<file path="src/rtl/lot_pkg.sv">
// Shared definitions for the parking-lot datapath: 7-segment encodings and
// legality checks for the occupancy-stage parameters.
package lot_pkg;

  localparam logic [6:0] SEG_OFF = 7'b1111111;
  localparam logic [6:0] SEG_F   = 7'b0001110;

  // Active-low {g,f,e,d,c,b,a}; anything above 9 blanks the digit.
  function automatic logic [6:0] seg_digit(input logic [3:0] value);
    logic [6:0] seg;
    seg = SEG_OFF;
    case (value)
      4'd0: seg = 7'b1000000;
      4'd1: seg = 7'b1111001;
      4'd2: seg = 7'b0100100;
      4'd3: seg = 7'b0110000;
      4'd4: seg = 7'b0011001;
      4'd5: seg = 7'b0010010;
      4'd6: seg = 7'b0000010;
      4'd7: seg = 7'b1111000;
      4'd8: seg = 7'b0000000;
      4'd9: seg = 7'b0010000;
      default: seg = SEG_OFF;
    endcase
    return seg;
  endfunction

  function automatic bit debounce_ok(input int cycles);
    return (cycles >= 1) && (cycles <= 255);
  endfunction

  function automatic bit capacity_ok(input int capacity, input int cnt_w);
    return (capacity >= 1) && (capacity <= 9) && (cnt_w >= 1) && (cnt_w <= 8) &&
           ((1 << cnt_w) > capacity);
  endfunction

endpackage

</file>
<file path="src/rtl/sensor_debounce.sv">
// One loop-sensor channel: 2-flop synchroniser, run-length debouncer and a
// rising-edge detector that stays disarmed until the input is seen low.
module sensor_debounce
  import lot_pkg::*;
#(
  parameter int DEBOUNCE_CYCLES = 4
) (
  input  logic clk,
  input  logic reset_n,
  input  logic raw,
  output logic deb,
  output logic rise
);

  localparam logic [7:0] RUN_LAST = 8'(DEBOUNCE_CYCLES - 1);

  logic       sync_a;
  logic       sync_b;
  logic       fill_a;
  logic       fill_b;
  logic       armed;
  logic       deb_q;
  logic [7:0] run_cnt;

  // NOTE: every flop here is state, so it uses non-blocking assignment and
  // the asynchronous active-low reset; blocking '=' would race between blocks.
  always_ff @(posedge clk or negedge reset_n) begin
    if (!reset_n) begin
      sync_a <= 1'b0;
      sync_b <= 1'b0;
      fill_a <= 1'b0;
      fill_b <= 1'b0;
    end else begin
      sync_a <= raw;
      sync_b <= sync_a;
      fill_a <= 1'b1;
      fill_b <= fill_a;
    end
  end

  // A sensor already high at reset release must not count as a car, so edges
  // are only honoured once a genuine low has passed the synchroniser.
  always_ff @(posedge clk or negedge reset_n) begin
    if (!reset_n) begin
      armed <= 1'b0;
    end else if (fill_b && !sync_b) begin
      armed <= 1'b1;
    end
  end

  always_ff @(posedge clk or negedge reset_n) begin
    if (!reset_n) begin
      deb     <= 1'b0;
      run_cnt <= 8'd0;
    end else if (sync_b != deb) begin
      if (run_cnt == RUN_LAST) begin
        deb     <= ~deb;
        run_cnt <= 8'd0;
      end else begin
        run_cnt <= run_cnt + 8'd1;
      end
    end else begin
      run_cnt <= 8'd0;
    end
  end

  always_ff @(posedge clk or negedge reset_n) begin
    if (!reset_n) begin
      deb_q <= 1'b0;
    end else begin
      deb_q <= deb;
    end
  end

  assign rise = deb & ~deb_q & armed;

endmodule

</file>
<file path="src/rtl/lot_occupancy.sv">
// Occupancy stage: debounced entrance/exit sensors, saturating car count,
// full/empty/reject/underflow flags and the registered free-spaces digit.
module lot_occupancy
  import lot_pkg::*;
#(
  parameter int DEBOUNCE_CYCLES = 4,
  parameter int CAPACITY        = 9,
  parameter int CNT_W           = 4
) (
  input  logic             clk,
  input  logic             reset_n,
  input  logic             raw_entrance,
  input  logic             raw_exit,
  input  logic             soft_clear,
  output logic             sensor_entrance,
  output logic             sensor_exit,
  output logic [CNT_W-1:0] occupied,
  output logic             full,
  output logic             empty,
  output logic             entry_rejected,
  output logic             err_underflow,
  output logic [6:0]       HEX_FREE
);

  if (!debounce_ok(DEBOUNCE_CYCLES) || !capacity_ok(CAPACITY, CNT_W)) begin : g_param_error
    $error("lot_occupancy: illegal DEBOUNCE_CYCLES/CAPACITY/CNT_W combination");
  end

  localparam logic [CNT_W-1:0] CAP = CNT_W'(CAPACITY);

  logic             ent_deb;
  logic             ent_rise;
  logic             ext_deb;
  logic             ext_rise;
  logic             hex_live;
  logic [CNT_W-1:0] free_spaces;
  logic [3:0]       free_digit;

  sensor_debounce #(.DEBOUNCE_CYCLES(DEBOUNCE_CYCLES)) u_entrance (
    .clk     (clk),
    .reset_n (reset_n),
    .raw     (raw_entrance),
    .deb     (ent_deb),
    .rise    (ent_rise)
  );

  sensor_debounce #(.DEBOUNCE_CYCLES(DEBOUNCE_CYCLES)) u_exit (
    .clk     (clk),
    .reset_n (reset_n),
    .raw     (raw_exit),
    .deb     (ext_deb),
    .rise    (ext_rise)
  );

  assign full  = (occupied == CAP);
  assign empty = (occupied == '0);

  always_ff @(posedge clk or negedge reset_n) begin
    if (!reset_n) begin
      occupied       <= '0;
      entry_rejected <= 1'b0;
      err_underflow  <= 1'b0;
    end else begin
      entry_rejected <= 1'b0;
      if (soft_clear) begin
        occupied      <= '0;
        err_underflow <= 1'b0;
      end else if (ent_rise && ext_rise) begin
        // A car in and a car out cancel, even at the full or empty limit.
        occupied <= occupied;
      end else if (ent_rise) begin
        if (full) entry_rejected <= 1'b1;
        else      occupied       <= occupied + CNT_W'(1);
      end else if (ext_rise) begin
        if (empty) err_underflow <= 1'b1;
        else       occupied      <= occupied - CNT_W'(1);
      end
    end
  end

  always_ff @(posedge clk or negedge reset_n) begin
    if (!reset_n) begin
      sensor_entrance <= 1'b0;
      sensor_exit     <= 1'b0;
    end else begin
      sensor_entrance <= ent_deb & ~full;
      sensor_exit     <= ext_deb;
    end
  end

  assign free_spaces = CAP - occupied;
  assign free_digit  = 4'(free_spaces);

  // The display stays blank for the first edge after reset release.
  always_ff @(posedge clk or negedge reset_n) begin
    if (!reset_n) begin
      hex_live <= 1'b0;
      HEX_FREE <= SEG_OFF;
    end else begin
      hex_live <= 1'b1;
      if (hex_live) HEX_FREE <= full ? SEG_F : seg_digit(free_digit);
    end
  end

endmodule

</file>
<file path="config.mk">
export PLATFORM = sky130hd
export DESIGN_NAME = lot_occupancy
export DESIGN_NICKNAME = d
export VERILOG_FILES = /design/src/rtl/lot_pkg.sv /design/src/rtl/sensor_debounce.sv /design/src/rtl/lot_occupancy.sv
export SDC_FILE = /design/constraint.sdc
export NUM_CORES = 1
export LEC_CHECK = 0
export ABC_AREA = 1
export BUFFER_PORTS_ARGS = -buffer_cell sky130_fd_sc_hd__buf_4
export CAP_MARGIN = 20
export CORE_ASPECT_RATIO = 1.2
export CORE_MARGIN = 5
export CORE_UTILIZATION = 30
export DETAILED_ROUTE_END_ITERATION = 10
export MAX_ROUTING_LAYER = met4
export PLACE_DENSITY_LB_ADDON = 0.2
export SYNTH_ARGS = -nofsm -noshare
export SYNTH_HDL_FRONTEND = slang
export SYNTH_SLANG_ARGS = --single-unit
</file>
<file path="constraint.sdc">
create_clock -name clk -period 1.5 [get_ports clk]
set_input_delay 0.3 -clock clk [delete_from_list [all_inputs] [get_ports clk]]
set_output_delay 0.3 -clock clk [all_outputs]
set_load 0.02 [all_outputs]
</file>
==> summary.md <==
| Metric | Value |
|---|---|
| Vias in the first global route | 1714 |
| Detailed-route via count | 1659 |
| N_diodes | 0 |
| Total CTS buffers | 5 |
| #FFs+latches synth | 42 |
| Die H | about 100 µm |
| Final RePlAce weighted congestion | 0.7898 |
| DP HPWL | 3.073 mm |
| Final worst setup slack | -56.97 ps |
| Status | complete, but fails checks |
| CTS H-tree lvls | 2 |
| Failing checks | setup timing |
| Critical Path AT | around 1300 ps |
| CTS tree | done |
| IO buf count | 21 |
| Rows | 33 |
| Endpoint class of the critical path | primary output |
| Static leakage | 1.284 nW |
| GRT overflow | 0 |
| Area Overhead vs Synth | 30.70% |
| Seq/Total Area, Yosys | 50.69% |
| Ys async rst share | 100.0% |
| Multi-input logic area | just under 0.001 mm² |
| Iteration-0 DRC count of the detailed router | 36 |
| Worst slew pin tran | 540.2 ps |
| Die Span X | 86.21 µm |
| Post-synth top area cell | dfrtp_1 |
| Peak supply drop | about 710 µV |
| Pre-Repair DR Iteration Count | 4 |
| Die area | 0.008746 mm² |
| Hold Path Class | primary input to flop |
| Avg WL per Cell | 12.06 µm |
| Cell count after synthesis | 240 |
| Drc violations | 0 |
| Final Skew | approximately 6.5 ps |
| # Max-Cap Violations | 0 |
| Reg power frac | about a third |
| Post-route insts no fill | 375 |
| Power density over the cells | 1874 mW/mm² |
| Clock sink total | 42 |
| I/O Pins | 22 |
| Mapped Area | between 0.002 and 0.0025 mm² |
| Most common cell in the netlist | nand2_1 |
| Worst-skew pair later-pin latency | around 300 ps |
| Post-synth top cells | 44 x nand2_1, 35 x dfrtp_1, 33 x nor2_1 |
| Internal | just under 3 mW |
| Ys Warns | 0 |
| Fmax achieved | 642.3 MHz |
| EDFF count, synth | 0 |
| Seq. cell area | 0.001065 mm² |
| Min-delay src | raw_entrance |
| Total power | 5.122 mW |
| Combinational Power Share | 52.0% |
| Fin util | 40.11% |
| Syn Nets | 256 |
| Post-synth top area share | 41.89% |
| Critical Path, Cell by Cell | inv_4, ha_4, nand2_4, nor2_4, buf_6 |
| Fraction of layout cells with a size suffix above 1 | 30.90% |
| Ranking of synthesized cells by area | dfrtp_1 42%, dfstp_2 8.8%, nand2_1 7.9% |
| Main flop type after synthesis | dfrtp_1 |
| Dpl cells | 354 |
| Req. time, crit path | between 1000 and 1500 ps |
| Fill count | between 600 and 700 |
| Worst Setup Start Kind | flop |
| First-pass GRT wire length | ~7.6 mm |
| Antenna viol nets, final | 0 |
| Switching share of total power | between 40% and 50% |
| Drt via density | between 4 and 5 |
| Routed wire length | 4.523 mm |
| FF-to-FF Start | occupied[1] |
| Crit path kind | flop to primary output |
| Max clock buf depth | 2 |
| Core area | 0.006813 mm² |
| Tcrit/Tclk final | 103.8% |
| Synth unique cells | 28 |
| Slowest stage cell on the critical path | dfrtp_2 |
| Fin nets | slightly above 300 |
| RSZ-0062 raised after global routing | yes |
| Crit-path max cell delay | 430 ps |
| Starting density of the core | between 30% and 40% |
| Tot GR Track Use | 11.43% |
| Initial antenna violation count | 0 |
| Clk slew on worst S/H paths | 90 ps |
| Relative slew slack | a little under two thirds |
| Cell Area, Placed | 0.002426 mm² |
| Final Cell Area | 0.002733 mm² |
| Setup Viol. Count Final | 2 |
| Final hold violation count | 0 |
| Clk root buf | clkbuf_8 |
| Critical path startpoint | occupied[1] |
| Clock power share | 14.9% |
| Slew Limit Fails | 0 |
| Largest net degree at the start of global routing | 43 |
| Final min period | 1557 ps |
| Syn avg cell area | about 8.7 µm² |
| Maximum fanout along the worst path | 4 |
| Switching pwr | 2.147 mW |
## area by class of cell
class	count	area share [%]
flip-flops and latches	42	38.97
multi-input cells	161	36.17
repair buffers	40	11.63
inverters	37	5.952
well taps	87	3.984
clock buffers	5	2.518
clock inverters	3	0.7784
## final timing paths
kind	end	slack (ps)	cells after the start
setup / recovery	empty	-60	5
hold / removal	u_entrance.sync_a	100	1
setup reg to reg	HEX_FREE[6]	30	9
hold reg to reg	u_exit.sync_b	350	0
max in group asynchronous	occupied[0]	570	2
min in group asynchronous	u_entrance.run_cnt[6]	530	2
## what timing repair did
item                                   CTS  global route
setup endpoints to repair                2            10
setup buffers                           11             1
gates resized for setup                 11            14
pin swaps                                4             9
endpoints found under the hold margin   12             0
hold buffers                             1             0
## layout by cell type, fill, tap and decap left out, types with 2 or more instances in the layout
| cell | count |
|---|---|
| nand2_4 | 2 |
| nand3_4 | 3 |
| buf_6 | 4 |
| nor2_2 | 2 |
| clkbuf_8 | 5 |
| inv_2 | 6 |
| a21o_1 | 2 |
| dfstp_2 | 7 |
| o21ai_0 | 7 |
| a21oi_1 | 9 |
| nand3_2 | 5 |
| o21ai_1 | 9 |
| ha_1 | 6 |
| nor2_4 | 3 |
| inv_1 | 27 |
| dfrtp_1 | 31 |
| nor2_1 | 32 |
| dfrtp_2 | 4 |
| clkinv_4 | 2 |
| xor2_1 | 5 |
| ha_4 | 4 |
| nor3_1 | 10 |
| inv_4 | 2 |
| nand3_1 | 8 |
| nand2_1 | 43 |
| buf_4 | 35 |
| nand4_1 | 3 |
## flip-flops by register name, summed over array words and instances, names as in the netlist
| register | flops |
|---|---|
| err_underflow | 1 |
| u_exit.deb_q | 1 |
| u_exit.run_cnt | 8 |
| HEX_FREE | 7 |
| u_entrance.armed | 1 |
| u_exit.deb | 1 |
| sensor_entrance | 1 |
| u_exit.fill_b | 1 |
| u_entrance.deb_q | 1 |
| u_exit.sync_a | 1 |
| u_entrance.deb | 1 |
| entry_rejected | 1 |
| u_exit.armed | 1 |
| u_exit.sync_b | 1 |
| u_entrance.sync_b | 1 |
| u_entrance.sync_a | 1 |
| occupied | 4 |
| u_entrance.run_cnt | 8 |
| u_exit.fill_a | 1 |
## metrics by stage
| stage | setup WS (ps) | setup TNS [ps] | hold WS, ps |
|---|---|---|---|
| finish | -56.97 | -99.10 | 99.91 |
| global route | -107.8 | -500.2 | 84.20 |
| CTS | -78.79 | -146.1 | 93.01 |
| detailed placement | 35.88 | 0 | 337.0 |
| global placement | 26.92 | 0 | 331.7 |
| floorplan | 19.86 | 0 | 4.409 |
## kinds of logic (layout without fill, tap and decap cells)
family          after synthesis  after routing  share of synthesized area, %
simple gates                114            114                         25.08
flops                        42             42                         50.69
fa+ha+maj                    11             11                         6.942
xor+xnor                      5              5                         2.094
buf+inv                      37             85                         7.301
other cells                   1              1                        0.1794
compound gates               30             30                         7.720
## power groups by stage
stage	combinational (mW)	clock, mW	sequential, mW
finish	2.67	0.762	1.69
global route	2.92	0.843	1.74
CTS	2.50	0.800	1.69
detailed placement	2.22	0	1.70
global placement	2.21	0	1.70
floorplan	1.25	0	1.91
## per-layer routing
metal	GRT usage [%]	vias to the layer above	routed length [µm]
met3	2.197	5	126
met5	-	-	0
met2	18.99	19	2280
met1	13.29	783	2033
met4	5.396	0	82
li1	-	852	-
## critical path, delay by kind of cell, from the launching register on
kind | cells | cell delay, ps
flip-flops | 1 | 430
buffers and inverters | 2 | 210
adder cells (fa/ha/maj) | 1 | 150
AND/OR/NAND/NOR | 2 | 150
No activity file was read; power rests on OpenSTA's default activity.
